--- src/rtl/dcache_pkg.sv ---
// Shared types and helpers for the direct-mapped write-through data cache.
package dcache_pkg;

    typedef enum logic [1:0] {
        IDLE,
        FILL,
        WRITE
    } state_t;

    function automatic int idx_width(input int sets);
        return $clog2(sets);
    endfunction

    function automatic int tag_width(input int addr_w, input int sets);
        return addr_w - $clog2(sets) - 2;
    endfunction

    // Byte-lane merge used when a store hits a resident line.
    function automatic logic [31:0] merge_bytes(input logic [31:0] old_word,
                                                input logic [31:0] new_word,
                                                input logic [3:0]  be);
        logic [31:0] result;
        result = old_word;
        for (int i = 0; i < 4; i++) begin
            if (be[i]) result[8*i +: 8] = new_word[8*i +: 8];
        end
        return result;
    endfunction

endpackage

--- src/rtl/dcache_array.sv ---
// Valid/tag/data storage for one-word lines: asynchronous read, synchronous write.
module dcache_array
    import dcache_pkg::*;
#(
    parameter int DATA_WIDTH = 32,
    parameter int IDX_W      = 4,
    parameter int TAG_W      = 26
) (
    input  logic                  clk,
    input  logic                  rst,
    input  logic [IDX_W-1:0]      idx,
    input  logic                  wr_en,
    input  logic [TAG_W-1:0]      wr_tag,
    input  logic [DATA_WIDTH-1:0] wr_data,
    output logic                  line_valid,
    output logic [TAG_W-1:0]      line_tag,
    output logic [DATA_WIDTH-1:0] line_data
);

    localparam int SETS = 1 << IDX_W;

    logic [SETS-1:0]       valid;
    logic [TAG_W-1:0]      tag_mem  [SETS];
    logic [DATA_WIDTH-1:0] data_mem [SETS];

    assign line_valid = valid[idx];
    assign line_tag   = tag_mem[idx];
    assign line_data  = data_mem[idx];

    // Only the valid bits need clearing; stale tags and data are masked by them.
    always_ff @(posedge clk) begin
        if (rst) begin
            valid <= '0;
        end else if (wr_en) begin
            valid[idx] <= 1'b1;
        end
    end

    always_ff @(posedge clk) begin
        if (wr_en) begin
            tag_mem[idx]  <= wr_tag;
            data_mem[idx] <= wr_data;
        end
    end

endmodule

--- src/rtl/dcache_ctrl.sv ---
// Direct-mapped write-through, no-write-allocate data-cache controller.
// Define DCACHE_PERF_CNT_EN to add the hit_cnt/miss_cnt load counters.
module dcache_ctrl
    import dcache_pkg::*;
#(
    parameter int DATA_WIDTH    = 32,
    parameter int ADDRESS_WIDTH = 32,
    parameter int SETS          = 16
) (
    input  logic                     clk,
    input  logic                     rst,
    input  logic                     cpu_re,
    input  logic                     cpu_we,
    input  logic [ADDRESS_WIDTH-1:0] cpu_addr,
    input  logic [3:0]               cpu_be,
    input  logic [DATA_WIDTH-1:0]    cpu_wdata,
    output logic [DATA_WIDTH-1:0]    cpu_rdata,
    output logic                     stall,
    output logic                     mem_req,
    output logic                     mem_we,
    output logic [ADDRESS_WIDTH-1:0] mem_addr,
    output logic [3:0]               mem_be,
    output logic [DATA_WIDTH-1:0]    mem_wdata,
    input  logic [DATA_WIDTH-1:0]    mem_rdata,
    input  logic                     mem_ack
`ifdef DCACHE_PERF_CNT_EN
    ,
    output logic [31:0]              hit_cnt,
    output logic [31:0]              miss_cnt
`endif
);

    localparam int IDX_W = idx_width(SETS);
    localparam int TAG_W = tag_width(ADDRESS_WIDTH, SETS);

    state_t                   state;
    logic [ADDRESS_WIDTH-1:0] lookup_addr;
    logic [IDX_W-1:0]         lookup_idx;
    logic [TAG_W-1:0]         lookup_tag;
    logic [1:0]               unused_addr_bits;
    logic                     line_valid;
    logic [TAG_W-1:0]         line_tag;
    logic [DATA_WIDTH-1:0]    line_data;
    logic                     hit;
    logic                     load_req;
    logic                     load_hit;
    logic                     wr_en;
    logic [DATA_WIDTH-1:0]    wr_data;
    logic [DATA_WIDTH-1:0]    rdata_q;

    // Outside IDLE the latched request address drives the lookup, so the
    // store-hit decision at the ack edge refers to the store's own line.
    assign lookup_addr      = (state == IDLE) ? cpu_addr : mem_addr;
    assign lookup_idx       = lookup_addr[IDX_W+1:2];
    assign lookup_tag       = lookup_addr[ADDRESS_WIDTH-1:IDX_W+2];
    assign unused_addr_bits = lookup_addr[1:0];

    assign hit      = line_valid && (line_tag == lookup_tag);
    assign load_req = cpu_re && !cpu_we;
    assign load_hit = (state == IDLE) && load_req && hit;

    dcache_array #(
        .DATA_WIDTH (DATA_WIDTH),
        .IDX_W      (IDX_W),
        .TAG_W      (TAG_W)
    ) u_array (
        .clk        (clk),
        .rst        (rst),
        .idx        (lookup_idx),
        .wr_en      (wr_en),
        .wr_tag     (lookup_tag),
        .wr_data    (wr_data),
        .line_valid (line_valid),
        .line_tag   (line_tag),
        .line_data  (line_data)
    );

    always_comb begin
        wr_en   = 1'b0;
        wr_data = mem_rdata;
        if (!rst && mem_ack) begin
            case (state)
                FILL:  wr_en = 1'b1;
                WRITE: begin
                    wr_en   = hit;
                    wr_data = merge_bytes(line_data, mem_wdata, mem_be);
                end
                default: ;
            endcase
        end
    end

    always_comb begin
        stall     = 1'b0;
        cpu_rdata = rdata_q;
        if (rst) begin
            cpu_rdata = '0;
        end else begin
            case (state)
                IDLE: begin
                    stall = cpu_we || (cpu_re && !hit);
                    if (load_hit) cpu_rdata = line_data;
                end
                FILL: begin
                    stall = !mem_ack;
                    if (mem_ack) cpu_rdata = mem_rdata;
                end
                WRITE:   stall = !mem_ack;
                default: ;
            endcase
        end
    end

    always_ff @(posedge clk) begin
        if (rst) begin
            state     <= IDLE;
            mem_req   <= 1'b0;
            mem_we    <= 1'b0;
            mem_addr  <= '0;
            mem_be    <= '0;
            mem_wdata <= '0;
            rdata_q   <= '0;
        end else begin
            rdata_q <= cpu_rdata;
            case (state)
                IDLE: begin
                    if (cpu_we) begin
                        state     <= WRITE;
                        mem_req   <= 1'b1;
                        mem_we    <= 1'b1;
                        mem_addr  <= {cpu_addr[ADDRESS_WIDTH-1:2], 2'b00};
                        mem_be    <= cpu_be;
                        mem_wdata <= cpu_wdata;
                    end else if (cpu_re && !hit) begin
                        state    <= FILL;
                        mem_req  <= 1'b1;
                        mem_we   <= 1'b0;
                        mem_addr <= {cpu_addr[ADDRESS_WIDTH-1:2], 2'b00};
                        mem_be   <= '0;
                    end
                end
                FILL, WRITE: begin
                    if (mem_ack) begin
                        state   <= IDLE;
                        mem_req <= 1'b0;
                        mem_we  <= 1'b0;
                        mem_be  <= '0;
                    end
                end
                default: state <= IDLE;
            endcase
        end
    end

`ifdef DCACHE_PERF_CNT_EN
    always_ff @(posedge clk) begin
        if (rst) begin
            hit_cnt  <= '0;
            miss_cnt <= '0;
        end else begin
            if (load_hit) hit_cnt <= hit_cnt + 32'd1;
            if ((state == IDLE) && load_req && !hit) miss_cnt <= miss_cnt + 32'd1;
        end
    end
`else
`endif

endmodule

--- config.mk ---
export PLATFORM = sky130hd
export DESIGN_NAME = dcache_ctrl
export DESIGN_NICKNAME = d
export VERILOG_FILES = /design/src/rtl/dcache_pkg.sv /design/src/rtl/dcache_array.sv /design/src/rtl/dcache_ctrl.sv
export SDC_FILE = /design/constraint.sdc
export NUM_CORES = 1
export LEC_CHECK = 0
export ABC_CLOCK_PERIOD_IN_PS = 7100
export BUFFER_PORTS_ARGS = -buffer_cell sky130_fd_sc_hd__buf_2
export CORE_AREA = 3 3 268 270
export CTS_CLUSTER_DIAMETER = 150
export DETAILED_ROUTE_END_ITERATION = 16
export DIE_AREA = 0 0 271 273
export PLACE_DENSITY = 0.79
export REMOVE_ABC_BUFFERS = 1
export SLEW_MARGIN = 0
export SYNTH_ARGS = -nofsm -noshare
export SYNTH_HDL_FRONTEND = slang
export SYNTH_SLANG_ARGS = --single-unit
--- constraint.sdc ---
create_clock -name clk -period 7.1 [get_ports clk]
set_input_delay 0 -clock clk [delete_from_list [all_inputs] [get_ports clk]]
set_output_delay 0 -clock clk [all_outputs]
set_load 0.02 [all_outputs]
# Word-level counts from Yosys, hierarchy flattened
# Memories as Yosys holds them, arrays and structs flattened.
# Index checks and enable logic that the tools add are counted.
# word_totals
reg_bits	120
mem_bits_rw	928
inputBits	105
out_inout_bits	103
wordCells	76
n_memories	2
# classes
magnitude_cmp	2
n_eq_ne	5
muxes	38
bitwise_logic	1
n_reduce_logical	20
# memory_table
name	words	width	rd	rd_clocked_by_memory_dff	write_ports	line	rtl
u_array.data_mem	16	32	1	0	1	dcache_array.sv:24	logic [DATA_WIDTH-1:0] data_mem [SETS];
u_array.tag_mem	16	26	1	0	1	dcache_array.sv:23	logic [TAG_W-1:0] tag_mem [SETS];
# ops
operator	count
2-to-1 mux 32 bit	8
case mux 32 bit (2 select lines)	1
2-to-1 mux 8 bit	4
equality test 26 bit	1
OR 16 bit	1
2-to-1 mux 4 bit	3
2-to-1 mux 1 bit	11
case mux 1 bit (2 select lines)	4
case mux 4 bit (2 select lines)	1
logical AND 1 bit	7
2-to-1 mux 2 bit	3
AND reduction 2 bit	3
less-than comparator 4 x 5 -> 1 bit (second input constant)	1
binary-select mux 1 bit (select 4 bit)	1
demux 1 bit (select 4 bit)	1
greater-or-equal comparator 4 x 1 -> 1 bit (second input constant)	1
zero test 1 bit	4
case mux 2 bit (2 select lines)	1
nonzero test 2 bit	2
inequality test 3 x 2 -> 1 bit (second input constant)	1
AND reduction 3 bit	1
equality test 2 x 1 -> 1 bit (second input constant)	1
equality test 2 bit (second input constant)	1
zero test 2 bit	1
other kinds (3)	3

# Longest topological paths before layout
# Gate-level depths: netlist of the first run.
# logic_depth
depth_word	10
mapped_depth	18

# By module
# Synthesis of the first run repeated with hierarchy kept, for this count alone.
# unflattened
hier_cells	2281
hier_area_um2	41875.2
# by_module_without_submodules
mod	n_inst	cells_per_inst	area_each_um2	seq_area_each_um2
dcache_array	1	1505	35388.9	28187.0
dcache_ctrl	1	776	6486.2	2042.0

# Worst setup path after synthesis of the first run
# OpenSTA, ideal clock, no wires.
# synth_path
path_kind	reg-to-reg
from	register state[0]
to	memory u_array.data_mem[10][0], enable pin
setup_ns	0.421
arrival_ns	5.105
slack_ns	1.574
path_stages_with_launch	17
n_path_buf	6
period_less_slack_ns	5.526
path_cell_list	dfxtp_1 -> inv_1 -> ha_1 -> buf_6 -> buf_2 -> buf_2 -> a21oi_1 -> buf_2 -> a41oi_1 -> a2111oi_0 -> xnor2_1 -> o2111ai_1 -> or4_1 -> buf_4 -> nor3_4 -> buf_6 -> o2111a_1
# synth_via
elab_chain_len	9
word_cells_on_any_way	13
cone_classes	eq/ne: 3; mux: 7; reduce/logical: 2; memory: 1
# synth_rtl
item	line	rtl
start: declaration	dcache_ctrl.sv:36	state_t state;
start signal: assignment	dcache_ctrl.sv:116	state <= IDLE;
start signal: assignment	dcache_ctrl.sv:128	state <= WRITE;
start signal: assignment	dcache_ctrl.sv:135	state <= FILL;
zero test 2 bit	dcache_ctrl.sv:53	assign lookup_addr = (state == IDLE) ? cpu_addr : mem_addr;
2-to-1 mux 32 bit	dcache_ctrl.sv:53	
memory read (16 x 26 bit) / binary-select mux 1 bit (select 4 bit) (equally long branches)	n/a	
equality test 26 bit / 2-to-1 mux 1 bit (equally long branches)	dcache_ctrl.sv:58, dcache_array.sv:26	
logical AND 1 bit	dcache_ctrl.sv:58	assign hit = line_valid && (line_tag == lookup_tag);
case mux 1 bit (2 select lines)	dcache_ctrl.sv:82	case (state)
2-to-1 mux 1 bit	dcache_ctrl.sv:81	if (!rst && mem_ack) begin
2-to-1 mux 1 bit	dcache_array.sv:40	if (wr_en) begin
2-to-1 mux 1 bit (implied by the code)	dcache_array.sv:42	data_mem[idx] <= wr_data;
end: declaration	dcache_array.sv:24	
# Several ways; a longest one is shown, not always the timed one. The select of a mux whose other input is x is not followed.

# Worst setup path after layout of the first run
# layout_path
from	register state[0]
to	output port cpu_rdata[24]
# layout_via
elab_chain_len	9
word_cells_on_any_way	14
cone_classes	eq/ne: 2; mux: 6; reduce/logical: 4; memory: 2
# layout_rtl
item	line	rtl
zero test 2 bit	dcache_ctrl.sv:53, dcache_ctrl.sv:60, dcache_ctrl.sv:99	
2-to-1 mux 32 bit	dcache_ctrl.sv:53	
memory read (16 x 26 bit) / binary-select mux 1 bit (select 4 bit) (equally long branches)	n/a	
equality test 26 bit / 2-to-1 mux 1 bit (equally long branches)	dcache_ctrl.sv:58, dcache_array.sv:26	
logical AND 1 bit	dcache_ctrl.sv:58	
logical AND 1 bit	dcache_ctrl.sv:60	assign load_hit = (state == IDLE) && load_req && hit;
2-to-1 mux 32 bit	dcache_ctrl.sv:102	if (load_hit) cpu_rdata = line_data;
case mux 32 bit (2 select lines) *	dcache_ctrl.sv:99	case (state)
2-to-1 mux 32 bit *	dcache_ctrl.sv:96	if (rst) begin
end: declaration	dcache_ctrl.sv:17	output logic [DATA_WIDTH-1:0] cpu_rdata,
# Every way passes the cells marked *; elsewhere a longest branch is shown, timed or not. The select of a mux whose other input is x is not followed.

==> metrics, run 1 <==
CP max stage delay=960 ps; Post-Place Worst Slack=1070 ps; CP Capture Type=output pin; synthesized area=0.0424 sq mm; required time of the critical path=7100 ps; Clock Sinks=1046; Root Buffer=clkbuf_16; Tmin final=6420 ps; total CTS buffers=100; pwr dens=282 mW/mm^2; Synth Area per Inst=16.6 sq um; clk_lat worst skew=670 ps; largest net degree at the start of global routing=96; clock-pin transition on the worst setup and hold timing paths=70 ps; post-route ant nets=0; Syn Inst Count=2555; DRT met1 WL=40.7 mm; fin util=71.2%; Die H=273 um; Slew Viols, Final=0; Tot Pwr=14.0 mW; top post-synthesis cells by area=edfxtp_1 (66%), mux4_2 (9.0%), dfxtp_1 (5.6%); Total Routing Usage GR=32.2%; register area=0.0302 sq mm; layout cells sized above 1=22.7%; post-route cell area=0.0497 sq mm; crit path buf inv count=5; HP Class=input port to flop; Final Hold Violating Endpoints=0; WL/cell=30.2 um; Clock Power Share=37.2%; CP delay by family, top=compound AO/OA/AOI/OAI gates; Startpoint Class=flop; post-CTS resize count=0; synth warn=0; top fanout value on the critical path=31; clock skew=32.1 ps; first-pass GRT wire length=178 mm; post-synth top area share=65.7%; final critical-path share of the clock period=90.4%; worst-margin pin slew=1280 ps; Post-Place Cell Area=0.0452 sq mm; final setup vio count=0; DR top layer=met4; number of synthesized register bits=1046; Synth Flop Type=edfxtp_1; status=completed; Unique masters post-synth=65; gp weighted congestion=0.808; Gate power share=13.6%; H-tree depth=3; Via density=6.95; initial antenna violation count=4; Cell Int Power=10.5 mW; Hold WS=67.6 ps; Port Buffers=203; Leak=17.7 nW; P_sw=3.56 mW; Layout fillers=3987; Ports=208; post-route insts no fill=3949; vias in the first global route=28600; Post-route DRC=0; # rows=97; asr flop ratio synth=0%; nets=3033; crit path kind=flop to output pin; sw frac=25.4%; CP max stage cell=and2_0; Starting Density=60.8%; Peak VDD IR=0.000221 V; Rel. slew slack=14.2%; met2 wire len=59.0 mm; Initial DRC Count=3616; Setup Buffers After CTS=0; register area share after synthesis=71.3%; die area=0.0740 sq mm; area of the multi-input gates=0.0115 sq mm; Layout area overhead=17.2%; Die Wd=271 um; Data arrival, critical path=6420 ps; Top cell by count, worst path=buf_4; Overflow after GRT=0; final setup TNS=0 ps; maxcap violations=0; Clock Tree Buf Depth=3; RSZ-0062 raised after global routing=false; Fmax=0.156 GHz; Setup WS post-layout=680 ps; worst-path cell chain=inv_1 > ha_4 > buf_4 > nor3_1 > a21oi_2 > buf_4 > a41oi_1 > a2111oi_0 > xnor2_1 > o2111ai_1 > nor4_4 > buf_4 > and2_0 > a221o_1 > buf_2; dominant cell type by area after synthesis=edfxtp_1; Final HPWL DP=63.1 mm; placed cell count=3631; CTS tree=done; DR pass1 iterations=6; Sequential Power Share=49.2%; EDFF count, synth=928; routed wire length=119 mm; core area=0.0698 sq mm; routed wl met3=13.4 mm; Vias=27500
==> kinds of logic (layout without fill, tap and decap cells) <==
kind of cell	after synthesis	count (layout)	synth area share, %
other cells	1	3	0.00884
mux	248	248	11.0
compound gates	605	605	10.2
fa+ha+maj	4	4	0.118
simple gates	411	411	4.70
buf+inv	220	672	2.29
xor+xnor	20	20	0.413
flops	1046	1046	71.3
==> area by class of cell <==
class	instances	share of cell area, %
diodes	1	0.00504
clock buffers	128	5.35
clock inverters	58	1.02
inverters	34	0.257
multi-input cells	1290	23.1
flip-flops and latches	1046	60.8
well taps	940	2.37
repair buffers	452	7.08
==> routing by layer <==
layer,vias to the layer above,global-route usage [%]
met3,484,7.21
met1,13800,40.6
met5,-,0
met2,2173,52.9
li1,11000,-
met4,0,16.7
==> cell usage in the layout (no fill, tap or decap), types with 32 or more instances in the layout <==
cell type      synthesis  routed
edfxtp_1             928     928
buf_2                 37     202
nand2_1              172     170
mux4_2               169     169
dlygate4sd3_1          0     131
dfxtp_1              118     118
a21oi_1              112     111
clkbuf_16              0     101
buf_4                  6      95
o21bai_1              93      93
a21o_1                83      82
a22oi_1               77      77
nand2b_1              67      67
nand3_1               59      59
mux2i_1               59      59
nor2_1                59      55
o21ai_0               51      45
inv_1                 34      34
a41oi_1               32      32
o211ai_1              32      32
==> state kept, by name (all words and copies together), names as in the netlist <==
| name | count |
|---|---|
| rdata_q | 32 |
| u_array.valid | 16 |
| mem_addr | 30 |
| mem_wdata | 32 |
| u_array.tag_mem | 416 |
| u_array.data_mem | 512 |
| mem_be | 4 |
| state | 2 |
| mem_we | 1 |
| mem_req | 1 |
==> worst min-delay path: stages <==
cell	delay [ps]
buf_2	270
mux2i_1	180
nor2_1	120
a221o_1	130
==> power by group through the flow <==
stage	registers [mW]	clock network, mW	logic, mW
after global placement	7.02	0	1.71
after global routing	6.90	5.48	2.02
after detailed placement	7.02	0	1.77
final	6.90	5.22	1.91
after CTS	6.89	5.21	1.86
after floorplan	7.06	0	1.16
==> final timing paths <==
kind                          from                      to  slack [ps]  cells after the start
setup / recovery          state[0]           cpu_rdata[24]         680                     15
hold / removal             mem_ack             rdata_q[27]          70                      4
setup reg to reg          state[0]  u_array.tag_mem[10][2]         860                     14
hold reg to reg   u_array.valid[9]        u_array.valid[9]         480                      2
==> synth_stat cells, drive strengths merged, types with 3 or more instances <==
master	instances
a2111oi	4
a21o	83
a21oi	113
a221o	16
a221oi	3
a22oi	77
a31oi	5
a32oi	16
a41oi	33
and2	5
and3	3
and4	5
buf	72
clkbuf	114
dfxtp	118
edfxtp	928
ha	4
inv	34
mux2	18
mux2i	60
mux4	170
nand2	172
nand2b	67
nand3	59
nand3b	6
nor2	59
nor3	5
nor4	17
o2111a	16
o2111ai	18
o211ai	32
o21ai	51
o21bai	93
o22ai	22
o32ai	16
or3b	3
xnor2	19
==> what timing repair did <==
item	CTS	global route
endpoints found under the hold margin	770	0
setup endpoints to repair	0	0
hold buffers	131	0
Note: power is estimated with default switching activity, not from simulation.
==> run 2: changes to the inputs <==
- RECOVER_POWER: unset -> 25
==> run 2 against run 1 <==
Compared with the run above:
- the flow now finishes with violations (max-capacitance violations, max-slew violations)
- global-route usage stayed put
- sequential share of layout area is 0.13 points higher
- fmax is 0.30% lower
- largest cell class unchanged
- largest power group unchanged
- cell count stayed put
- sequential cell count stayed put
- combinational power hardly changed
- hold slack worse by 3.4 ps
- clock-buffer cell count stayed put
- utilization is 0.15 points lower
- clock power hardly changed
==> metrics, run 2 (synthesis gave the netlist of run 1 again) <==
Tot Pwr=14.0 mW (-0.10%); most frequent cells in the layout=edfxtp_1 (928), nand2_1 (170), mux4_2 (169), buf_2 (137), dlygate4sd3_1 (131); sw frac=25.4% (about the same); Post-route DRC=0 (unchanged); Rel. slew slack=-124% (-140 points); post-route ant nets=0 (unchanged); Top cell by count, worst path=buf_4; gp weighted congestion=0.808 (unchanged); Vias=27400 (-0.26%); Clock Power Share=37.3% (about the same); maxcap violations=2 (+2); die area=0.0740 sq mm (unchanged); Clock Tree Buf Depth=3 (unchanged); Ports=208 (unchanged); clk_lat worst skew=670 ps (about the same); CTS Hold Buffers Added=131 (unchanged); crit path buf inv count=5 (unchanged); routed wire length=119 mm (about the same); core area=0.0698 sq mm (unchanged); P_sw=3.56 mW (about the same); Setup Buffers After CTS=0 (unchanged); Overflow after GRT=0 (unchanged); Sequential Power Share=49.2% (about the same); Port Buffers=203 (unchanged); HP Class=input port to flop; Total Routing Usage GR=32.2% (unchanged); Die H=273 um (unchanged); nets=3033 (unchanged); Slew Viols, Final=75 (+75); Fmax=0.155 GHz (-0.30%); RSZ-0062 raised after global routing=false; initial antenna violation count=3 (-1); layout cells sized above 1=19.9% (-2.8 points); Die Wd=271 um (unchanged); commonest non-fill, non-tap cell in the layout=edfxtp_1; Tmin final=6440 ps (+19.6 ps); Leak=17.4 nW (-1.5%); post-CTS resize count=0 (unchanged); worst-path cell chain=inv_1 > ha_4 > buf_4 > nor3_1 > a21oi_2 > buf_4 > a41oi_1 > a2111oi_0 > xnor2_1 > o2111ai_1 > nor4_4 > buf_4 > and2_0 > a221o_1 > buf_2; required time of the critical path=7100 ps (about the same); Layout area overhead=16.9%; top fanout value on the critical path=31 (unchanged); Initial DRC Count=3639 (+0.64%); Post-Place Worst Slack=1070 ps (unchanged); Gate power share=13.5% (about the same); Data arrival, critical path=6440 ps (+20 ps); Setup WS post-layout=660 ps (-19.6 ps); reg2reg setup slack=860 ps (about the same); vias in the first global route=28600 (unchanged); Starting Density=60.8% (unchanged); CP Capture Type=output pin; CP delay by family, top=compound AO/OA/AOI/OAI gates; Root Buffer=clkbuf_16; DR pass1 iterations=6 (unchanged); Largest regs=u_array.data_mem: 512 flops, u_array.tag_mem: 416 flops; H-tree depth=3 (unchanged); WL/cell=30.2 um (about the same); Peak VDD IR=0.000222 V (+0.42%); Via density=6.94 (-0.26%); crit path kind=flop to output pin; clock skew=33.9 ps (+1.81 ps); final critical-path share of the clock period=90.7% (+0.28 points); clock-pin transition on the worst setup and hold timing paths=70 ps (about the same); CP max stage cell=and2_0; Final Hold Violating Endpoints=0 (unchanged); final setup vio count=0 (unchanged); # rows=97 (unchanged); Clock Sinks=1046 (unchanged); post-route insts no fill=3949 (unchanged); failing checks=max-capacitance violations, max-slew violations; Top reg by flops=u_array.data_mem; status=finished, violations left; first-pass GRT wire length=178 mm (unchanged); CP max stage delay=970 ps (about the same); total CTS buffers=100 (unchanged); CTS tree=done; max reg flops=512 (unchanged); worst-margin pin slew=3360 ps (+2070 ps); Final HPWL DP=63.1 mm (unchanged); largest net degree at the start of global routing=96 (unchanged); pwr dens=283 mW/mm^2 (+0.11%); placed cell count=3631 (unchanged); Cell Int Power=10.4 mW (-0.13%); Startpoint Class=flop
run 2: changes by cell type in the layout (fill, tap and decap cells not counted), sizes merged:
cell	before	now
buf	321	252
clkbuf	128	197
run 2: metal layers:
layer	wire length (um)	vias up	part of all wire [%]	track usage [%]
li1	-	11000	-	-
met1	40300	13600	34	40.6
met2	58700	2218	49	52.9
met3	13700	523	11	7.21
met4	6370	4	5.3	16.7
met5	47	-	0.039	0
run 2: final timing paths:
path | start | end | cells after the start
worst max-delay path | state[0] | cpu_rdata[3] | 15
worst min-delay path | mem_ack | rdata_q[30] | 4
worst max register to register | state[0] | u_array.tag_mem[10][2] | 14
worst min register to register | u_array.valid[9] | u_array.valid[9] | 2
run 2: layout make-up:
| type | count | area [sq um] |
|---|---|---|
| diodes | 1 | 2.50 |
| clock buffers | 128 | 2660 |
| clock inverters | 58 | 509 |
| fillers | 4046 | 20200 |
| inverters | 34 | 128 |
| multi-input cells | 1290 | 11500 |
| flip-flops and latches | 1046 | 30200 |
| well taps | 940 | 1180 |
| repair buffers | 452 | 3420 |
run 2: tightest hold or removal path, stage by stage:
cell and delay, ps:
buf_2 270, mux2i_1 180, nor2_1 130, a221o_1 120
run 2: stage by stage:
step           cell area [sq um]  util [%]  hold WS, ps  TNS [ps]
2_1_floorplan              41600         -         69.1  -8601200
3_3_place_gp               45200      64.8          201         0
3_5_place_dp               45200      64.8          212         0
4_1_cts                    49700      71.2         7.99         0
5_1_grt                    49600      71.0         72.7         0
6_report                   49600      71.0         64.1         0
run 2: power by group through the flow:
stage	Combinational, mW	Sequential (mW)	Clock [mW]
2_1_floorplan	1.16	7.06	0
3_3_place_gp	1.71	7.02	0
3_5_place_dp	1.77	7.02	0
4_1_cts	1.86	6.89	5.21
5_1_grt	2.00	6.90	5.48
6_report	1.89	6.90	5.22
